$ cat src/rtl/layer_scheduler_pkg.sv
// Shared types and constants for the fully-connected layer scheduler.
package layer_scheduler_pkg;

  localparam int unsigned ADDR_W_DEFAULT = 16;
  localparam int unsigned ST_W           = 4;

  typedef enum logic [ST_W-1:0] {
    StIdle  = 4'd0,
    StFetch = 4'd1,
    StWaitW = 4'd2,
    StMac   = 4'd3,
    StNext  = 4'd4,
    StClose = 4'd5,
    StWaitR = 4'd6,
    StWrite = 4'd7,
    StFin   = 4'd8
  } state_e;

endpackage

$ cat src/rtl/layer_counters.sv
// Tile, neuron and weight-pointer counters with latched layer sizes and terminal-count flags.
module layer_counters
  import layer_scheduler_pkg::*;
#(
  parameter int unsigned AddrW = ADDR_W_DEFAULT
) (
  input  logic             i_clk,
  input  logic             i_reset,
  input  logic             i_load,
  input  logic [AddrW-1:0] i_wp_base,
  input  logic [AddrW-1:0] i_num_tiles,
  input  logic [AddrW-1:0] i_num_neurons,
  input  logic             i_t_step,
  input  logic             i_n_step,
  input  logic             i_wp_step,
  output logic [AddrW-1:0] o_t,
  output logic [AddrW-1:0] o_n,
  output logic [AddrW-1:0] o_wp,
  output logic             o_t_last,
  output logic             o_n_last
);

  localparam logic [AddrW-1:0] One = AddrW'(1);

  logic [AddrW-1:0] r_t;
  logic [AddrW-1:0] r_n;
  logic [AddrW-1:0] r_wp;
  logic [AddrW-1:0] r_num_tiles;
  logic [AddrW-1:0] r_num_neurons;

  always_ff @(posedge i_clk) begin
    if (!i_reset) begin
      r_t           <= '0;
      r_n           <= '0;
      r_wp          <= '0;
      r_num_tiles   <= '0;
      r_num_neurons <= '0;
    end else if (i_load) begin
      r_t           <= '0;
      r_n           <= '0;
      r_wp          <= i_wp_base;
      r_num_tiles   <= i_num_tiles;
      r_num_neurons <= i_num_neurons;
    end else begin
      if (i_t_step) begin
        r_t <= o_t_last ? '0 : r_t + One;
      end
      if (i_n_step) begin
        r_n <= r_n + One;
      end
      // Weights are stored contiguously, so the pointer simply walks forward.
      if (i_wp_step) begin
        r_wp <= r_wp + One;
      end
    end
  end

  assign o_t      = r_t;
  assign o_n      = r_n;
  assign o_wp     = r_wp;
  assign o_t_last = (r_t == r_num_tiles - One);
  assign o_n_last = (r_n == r_num_neurons - One);

endmodule

$ cat src/rtl/layer_scheduler.sv
// Sequences one fully-connected layer: per neuron, fetch every input tile and weight word,
// MAC each one, close the accumulation and write the ReLU result back.
module layer_scheduler
  import layer_scheduler_pkg::*;
#(
  parameter int unsigned AddrW = ADDR_W_DEFAULT
) (
  input  logic             i_clk,
  input  logic             i_reset,
  input  logic             i_start,
  input  logic [AddrW-1:0] i_in_base,
  input  logic [AddrW-1:0] i_out_base,
  input  logic [AddrW-1:0] i_w_base,
  input  logic [AddrW-1:0] i_num_tiles,
  input  logic [AddrW-1:0] i_num_neurons,
  input  logic             i_dval,
  input  logic             i_relu_valid,
  output logic             o_bram_rd,
  output logic [AddrW-1:0] o_bram_rd_addr,
  output logic             o_sram_rd_req,
  output logic [AddrW-1:0] o_sram_addr,
  output logic             o_pe_en,
  output logic             o_neuron_done,
  output logic             o_bram_wr,
  output logic [AddrW-1:0] o_bram_wr_addr,
  output logic             o_busy,
  output logic             o_done
);

  state_e           r_state;
  state_e           w_state_d;
  logic [AddrW-1:0] r_in_base;
  logic [AddrW-1:0] r_out_base;

  logic             w_load;
  logic             w_t_step;
  logic             w_n_step;
  logic             w_wp_step;
  logic [AddrW-1:0] w_t;
  logic [AddrW-1:0] w_n;
  logic [AddrW-1:0] w_wp;
  logic             w_t_last;
  logic             w_n_last;

  layer_counters #(
    .AddrW(AddrW)
  ) u_counters (
    .i_clk        (i_clk),
    .i_reset      (i_reset),
    .i_load       (w_load),
    .i_wp_base    (i_w_base),
    .i_num_tiles  (i_num_tiles),
    .i_num_neurons(i_num_neurons),
    .i_t_step     (w_t_step),
    .i_n_step     (w_n_step),
    .i_wp_step    (w_wp_step),
    .o_t          (w_t),
    .o_n          (w_n),
    .o_wp         (w_wp),
    .o_t_last     (w_t_last),
    .o_n_last     (w_n_last)
  );

  always_ff @(posedge i_clk) begin
    if (!i_reset) begin
      r_state    <= StIdle;
      r_in_base  <= '0;
      r_out_base <= '0;
    end else begin
      r_state <= w_state_d;
      if (w_load) begin
        r_in_base  <= i_in_base;
        r_out_base <= i_out_base;
      end
    end
  end

  always_comb begin
    w_state_d = r_state;
    w_load    = 1'b0;
    w_t_step  = 1'b0;
    w_n_step  = 1'b0;
    w_wp_step = 1'b0;
    unique case (r_state)
      StIdle: begin
        if (i_start) begin
          w_load    = 1'b1;
          w_state_d = (i_num_tiles == '0 || i_num_neurons == '0) ? StFin : StFetch;
        end
      end
      StFetch: w_state_d = StWaitW;
      StWaitW: begin
        if (i_dval) begin
          w_state_d = StMac;
        end
      end
      StMac: begin
        w_wp_step = 1'b1;
        w_state_d = StNext;
      end
      StNext: begin
        w_t_step  = 1'b1;
        w_state_d = w_t_last ? StClose : StFetch;
      end
      StClose: w_state_d = StWaitR;
      StWaitR: begin
        if (i_relu_valid) begin
          w_state_d = StWrite;
        end
      end
      StWrite: begin
        if (w_n_last) begin
          w_state_d = StFin;
        end else begin
          w_n_step  = 1'b1;
          w_state_d = StFetch;
        end
      end
      StFin:   w_state_d = StIdle;
      default: w_state_d = StIdle;
    endcase
  end

  // Outputs decode the registered state only; addresses read as zero outside their strobes.
  assign o_bram_rd      = (r_state == StFetch);
  assign o_bram_rd_addr = o_bram_rd ? r_in_base + w_t : '0;
  assign o_sram_rd_req  = (r_state == StFetch) || (r_state == StWaitW);
  assign o_sram_addr    = o_sram_rd_req ? w_wp : '0;
  assign o_pe_en        = (r_state == StMac);
  assign o_neuron_done  = (r_state == StClose);
  assign o_bram_wr      = (r_state == StWrite);
  assign o_bram_wr_addr = o_bram_wr ? r_out_base + w_n : '0;
  assign o_busy         = (r_state != StIdle);
  assign o_done         = (r_state == StFin);

endmodule

$ cat config.mk
export PLATFORM = sky130hd
export DESIGN_NAME = layer_scheduler
export DESIGN_NICKNAME = d
export VERILOG_FILES = /design/src/rtl/layer_scheduler_pkg.sv /design/src/rtl/layer_counters.sv /design/src/rtl/layer_scheduler.sv
export SDC_FILE = /design/constraint.sdc
export NUM_CORES = 1
export LEC_CHECK = 0
export CELL_PAD_IN_SITES_DETAIL_PLACEMENT = 1
export CELL_PAD_IN_SITES_GLOBAL_PLACEMENT = 1
export CORE_MARGIN = 3
export CORE_UTILIZATION = 39
export CTS_CLUSTER_SIZE = 16
export DETAILED_ROUTE_END_ITERATION = 8
export PLACE_DENSITY_LB_ADDON = 0.3
export SYNTH_ARGS = -nofsm -noshare
export SYNTH_HDL_FRONTEND = slang
export SYNTH_SLANG_ARGS = --single-unit
$ cat constraint.sdc
create_clock -name i_clk -period 4.12 [get_ports i_clk]
set_input_delay 0.824 -clock i_clk [delete_from_list [all_inputs] [get_ports i_clk]]
set_output_delay 0.824 -clock i_clk [all_outputs]
set_load 0.02 [all_outputs]
==> metrics.txt <==
Routed WL 24670 um; ys async rst share 0%; status finished clean; worst path required time 3.30 ns; Die H 146.0 um; first-pass GRT wire length 40790 um; layout cell share with drive strength beyond 1 7.326%; root buffer cell clkbuf_16; area of the mapped netlist 7649 um^2; endpoints failing setup 0; number of buffers and inverters on the critical path 1; TNS Setup 0 ns; antenna diode count 0; max-cap violations 0; worst endpoint data arrival time 3.16 ns; CTS Buf Count 17; final hold slack 0.4676 ns; vias per cell 5.475; gpl congestion 0.8099; Sink Count 116; max incr delay on CP 0.44 ns; hold_buf cts 0; top_reg_cell synth dfxtp_1; CP Max Fanout 3; # fillers 2288; most common cell in the netlist nand2_1; RSZ-0062 raised after global routing no; EDFF count, synth 0; Leak 3.942 nW; core area 18960 um^2; Critical Path Sink Type output pin; Initial Util 40.35%; Yosys warning count 0; DRC 0; Worst Hold Class reg2reg; Final period util 96.67%; CP Cell Sequence ha_2, fa_2, a21o_1, a21oi_2, o21a_1, nor3_1, a41o_1, or4_4, a41oi_2, mux2i_1, buf_4; vias in the first global route 7906; worst slew pin tran 0.8096 ns; Die W 146.0 um; library cells used by synthesis 65; CP max-delay cell or4_4; latest clock arrival within the worst-skew pair 0.42 ns; syn nets 1110; Slew Limit Headroom 45.53%; CP Class reg2out; Reg clk slew, reported paths 0.05 ns; Synth top area share 30.36%; Peak VDD IR 0.2908 mV; synthesis-stage register bit count 116; Synth Area per Inst 7.741 um^2; synth-to-layout area growth 30.05%; vias 7627; full die area 21330 um^2; list of most frequent post-synthesis cells 170 x nand2_1, 116 x dfxtp_1, 85 x nor2_1; number of DRC markers in iteration 0 366; largest net degree at the start of global routing 67; antenna violation net count after detailed routing 0; DP Wirelength 17830 um; Layout Nets 1243; I/O Buffers 139; top cell type by total area after synthesis dfxtp_1; Synth Instances 988; CTS tree done; H-tree Lvls 4; GRT overflow 0; family with the most delay on the worst path compound AO/OA/AOI/OAI gates; maximum clock rate 0.2511 GHz; top post-synthesis cells by area dfxtp_1 30%, nand2_1 8.3%, a21boi_0 6.7%, ha_1 5.7%, xor2_1 5.0%; Worst setup SP type register; Pins Over Slew Limit 0; Rows 50; PD cells 352.5 nW/um^2; initial antenna violation count 0; Pwr Total 3.506 mW; worst clock skew 0.009824 ns; Min Clock Period, post-route 3.983 ns; register area share after synthesis 30.36%; drt wl/cell 17.71 um; CTS max path bufs 2; io pins 140; 1st-pass router iterations 5; final hold viol count 0; Tot GR Track Use 23.28%
[worst paths after layout]
kind,start,end,slack (ns),depth (start not counted)
min,r_in_base[9],r_in_base[9],0.47,2
max reg2reg,u_counters.r_num_tiles[5],u_counters.o_t[0],0.96,8
min reg2reg,r_in_base[9],r_in_base[9],0.47,2
max,r_in_base[0],o_bram_rd_addr[14],0.14,11
[sequential cells by signal (all words and copies together), names as in the netlist]
name and cells:
r_in_base 16, r_out_base 16, u_counters.o_n 16, u_counters.o_t 16, u_counters.o_wp 16, u_counters.r_num_neurons 16, u_counters.r_num_tiles 16, r_state 4
[per-layer routing]
layer / vias up / GRT usage, % / routed length (um)
met2: 168 / 37.96 / 11210
met3: 34 / 6.921 / 1436
met1: 3646 / 30.29 / 11660
met4: 0 / 6.021 / 358
met5: - / 0 / 0
li1: 3779 / - / -
[worst min-delay path: stages (launching register included)]
cell and delay (ns):
dfxtp_1 0.31, nand2_1 0.05, a21boi_0 0.06
[stage by stage]
stage | setup WS (ns) | instances | utilization, % | cell area [um^2]
global placement | -0.004988 | 1361 | 49.28 | 9341
floorplan | 0.4026 | 988 | - | 7649
CTS | 0.01742 | 1392 | 52.24 | 9902
global route | 0.01229 | 1393 | 52.48 | 9947
detailed placement | -0.1290 | 1361 | 49.28 | 9341
finish | 0.1374 | 1393 | 52.48 | 9947
[final cells by class]
type | count | area (um^2) | area share [%]
sequential | 116 | 2322 | 23.35
clock inverter | 5 | 50.05 | 0.5031
clock buffer | 26 | 489.2 | 4.918
tap | 260 | 325.3 | 3.270
timing repair buffer | 167 | 1604 | 16.13
inverter | 15 | 56.30 | 0.5660
multi-input combinational | 804 | 5100 | 51.27
[placed cells by master, fill, tap and decap left out, types with 18 or more instances in the layout]
master,synthesis,final
ha_1,35,34
xor2_1,44,43
xnor2_1,40,40
nand4_1,19,19
nand2_1,170,169
a21boi_0,68,68
a21oi_1,42,40
nor4_1,18,18
clkdlybuf4s50_1,0,126
nor3_1,32,31
o21ai_0,28,27
nand2b_1,18,18
dfxtp_1,116,116
and2_1,25,24
buf_4,3,28
nand3_1,31,31
nor2_1,85,85
[kinds of logic after synthesis]
kind of cell / count (synthesis) / share of synthesized area (%)
mux: 8 / 1.080
xor+xnor: 84 / 9.619
fa+ha+maj: 37 / 6.249
simple gates: 449 / 28.30
buf+inv: 68 / 3.844
compound gates: 226 / 20.55
flops: 116 / 30.36
[repair_timing]
item,CTS,global route
setup endpoints to repair,8,10
buffers inserted,0,1
pin swaps,3,6
gates resized for setup,23,16
[where the power goes]
group	switching, mW	internal, mW
sequential	0.0934	1.20
clock	0.513	0.869
combinational	0.454	0.374
Power figures use the tool's default switching activity.
==> RTL edit (same flow settings) <==
Change the package constant `ADDR_W_DEFAULT` from 16 to 17.
--- a/src/rtl/layer_scheduler_pkg.sv
+++ b/src/rtl/layer_scheduler_pkg.sv
@@ -1,7 +1,7 @@
 // Shared types and constants for the fully-connected layer scheduler.
 package layer_scheduler_pkg;
 
-  localparam int unsigned ADDR_W_DEFAULT = 16;
+  localparam int unsigned ADDR_W_DEFAULT = 17;
   localparam int unsigned ST_W           = 4;
 
   typedef enum logic [ST_W-1:0] {
Ports: changed (8 resized); port bits go from 140 to 148. No check against the original RTL was run, so the function may have changed too.
==> RTL edit against the original RTL <==
  * Die area is 5.9% higher
  * Critical endpoint is now o_bram_wr_addr[14]
  * Sequential share of layout area is 0.26 points lower
  * Sequential cell count is 7 higher
  * Setup slack worse by 0.045 ns
  * Maximum frequency is 1.1% lower
  * Utilization is 0.067 points lower
  * Critical path type unchanged
  * Largest power group unchanged
  * Total power is 8.5% higher
  * Cell area is 7.3% higher
  * Highest routed layer unchanged
  * Area after synthesis is 6.1% higher
  * Routed wire length is 6.8% higher
==> RTL edit: results <==
metrics = {
    "synth": {
        "synthMuxAreaShare_pct": 0.647,
        "synth_area_leaders": "dfxtp_1 (30%), nand2_1 (8.9%), a21boi_0 (6.7%)",
        "syn_nets": 1183,
        "synth-seq-area-share_pct": 30.3,
        "synth_xor_area_share_pct": 9.17,
        "synth_compound_area_share_pct": 21.1,
        "synthAdderAreaFrac_pct": 6.20,
        "synth.most_common_cell": "nand2_1",
        "synthTopCellsByCount": "nand2_1 (192), dfxtp_1 (123), a21boi_0 (72)",
        "synth.distinct_cells": 65,
    },
    "global_route": {
        "grt_max_degree": 53,
        "grt_pass1_wl_um": 43000,
        "grt_pass1_vias": 8558,
        "antenna_found_initial": 0,
        "grt_util_all_layers_pct": 23.5,
    },
    "power": {
        "ir_drop_uv": 262,
        "leakage_nw": 4.20,
        "net-switching-power_mw": 1.15,
    },
    "finish": {
        "fill_cells": 2497,
        "fin_nets": 1329,
        "diodes": 0,
        "final_layout_size_suffix_gt1_share_pct": 8.16,
    },
    "setup_path": {
        "r2r_cells": 10,
        "worstReg2RegStart": "u_counters.r_num_neurons[0]$_SDFFE_PN0P_",
        "reg2reg_slack_ns": 1.21,
        "cp-endpoint": "o_bram_wr_addr[14]",
        "max_stage_delay_ns": 0.39,
        "crit_start": "u_counters.o_n[0]$_SDFFE_PP0P_",
        "r2r_end": "u_counters.o_n[10]$_SDFFE_PP0P_",
        "cpMaxStageDelayCell": "fa_2",
    },
    "placed_design": {
        "gp_congestion": 0.836,
        "io_buffers": 147,
        "dpl.hpwl_um": 18900,
    },
    "route": {
        "routedWlPerCell_um": 17.8,
        "viasPerCell": 5.56,
        "drt-initial-drc-count": 371,
    },
    "status": {
        "run_status": "complete, no violations",
    },
    "clocking": {
        "clkLatencyLatePin_ns": 0.42,
        "cts_resized": 22,
        "h-tree-depth": 4,
        "post_cts_buffers": 1,
        "clkTransAtPathRegs_ns": 0.06,
        "clock_path_buffers": 2,
    },
    "flow_run": {
        "cap_violations": 0,
    },
    "sta": {
        "maxSlewHeadroom_pct": 52.5,
        "finalClockSkew_ns": 0.0106,
    },
}
==> RTL edit: changes by cell type after synthesis, moves of 8 or more <==
cell	unedited run	this run
nor2_1	85	62
nand2_1	170	192
nor3_1	32	49
o21ai_0	28	44
o211ai_1	2	13
xnor2_1	40	49
clkbuf_1	41	49
nand2b_1	18	10
or3_1	7	15
xor2_1	44	36
==> RTL edit: worst reg2reg max path, delay by kind of cell (launching register included) <==
family | cells | cell delay [ns]
flip-flops | 1 | 0.50
adder cells (fa/ha/maj) | 1 | 0.37
XOR/XNOR | 1 | 0.19
buffers and inverters | 2 | 0.35
AND/OR/NAND/NOR | 4 | 0.86
AO/OA/AOI/OAI | 2 | 0.60
==> RTL edit: routing by layer <==
metal	global-route usage [%]	vias up	share of wire, %
met5	0	-	0
met4	6.77	0	1.6
met3	3.52	30	3.5
met1	28.8	3988	44
li1	-	4068	-
met2	42.6	155	51
==> RTL edit: power groups by stage <==
stage          clock [mW]  combinational [mW]  sequential, mW
2_1_floorplan           0               0.566            1.36
3_3_place_gp            0               0.841            1.39
3_5_place_dp            0               0.860            1.39
4_1_cts              1.61               0.874            1.37
5_1_grt              1.65               0.961            1.38
6_report             1.57               0.866            1.37
==> RTL edit: metrics by stage <==
step	setup slack, ns	power, mW	util (%)	instances	cell area [sq um]
6_report	0.0926	3.80	52.4	1483	10700
5_1_grt	-0.0165	4.00	52.4	1483	10700
4_1_cts	0.00533	3.85	52.1	1480	10600
3_5_place_dp	0.0127	2.25	48.9	1447	9970
3_3_place_gp	0.0451	2.23	48.9	1447	9970
2_1_floorplan	0.634	1.92	-	1054	8120
==> RTL edit: area by class of cell <==
class | count | share of cell area [%]
Inverter | 19 | 0.668
Clock inverter | 11 | 1.34
Sequential cell | 123 | 23.1
Multi-Input combinational cell | 856 | 51.0
Tap cell | 270 | 3.17
Clock buffer | 21 | 4.41
Timing Repair Buffer | 183 | 16.4
==> RTL edit: worst min path at each step <==
stage                               startpoint                    endpoint  slack (ns)  depth (start not counted)
floorplan            r_in_base[0]$_SDFFE_PN0P_   r_in_base[0]$_SDFFE_PN0P_        0.45                          2
global placement    r_in_base[11]$_SDFFE_PN0P_  r_in_base[11]$_SDFFE_PN0P_        0.46                          2
detailed placement  r_in_base[11]$_SDFFE_PN0P_  r_in_base[11]$_SDFFE_PN0P_        0.47                          2
CTS                 r_out_base[3]$_SDFFE_PN0P_  r_out_base[3]$_SDFFE_PN0P_        0.48                          2
global route        r_out_base[2]$_SDFFE_PN0P_  r_out_base[2]$_SDFFE_PN0P_        0.50                          2
finish              r_out_base[3]$_SDFFE_PN0P_  r_out_base[3]$_SDFFE_PN0P_        0.47                          2
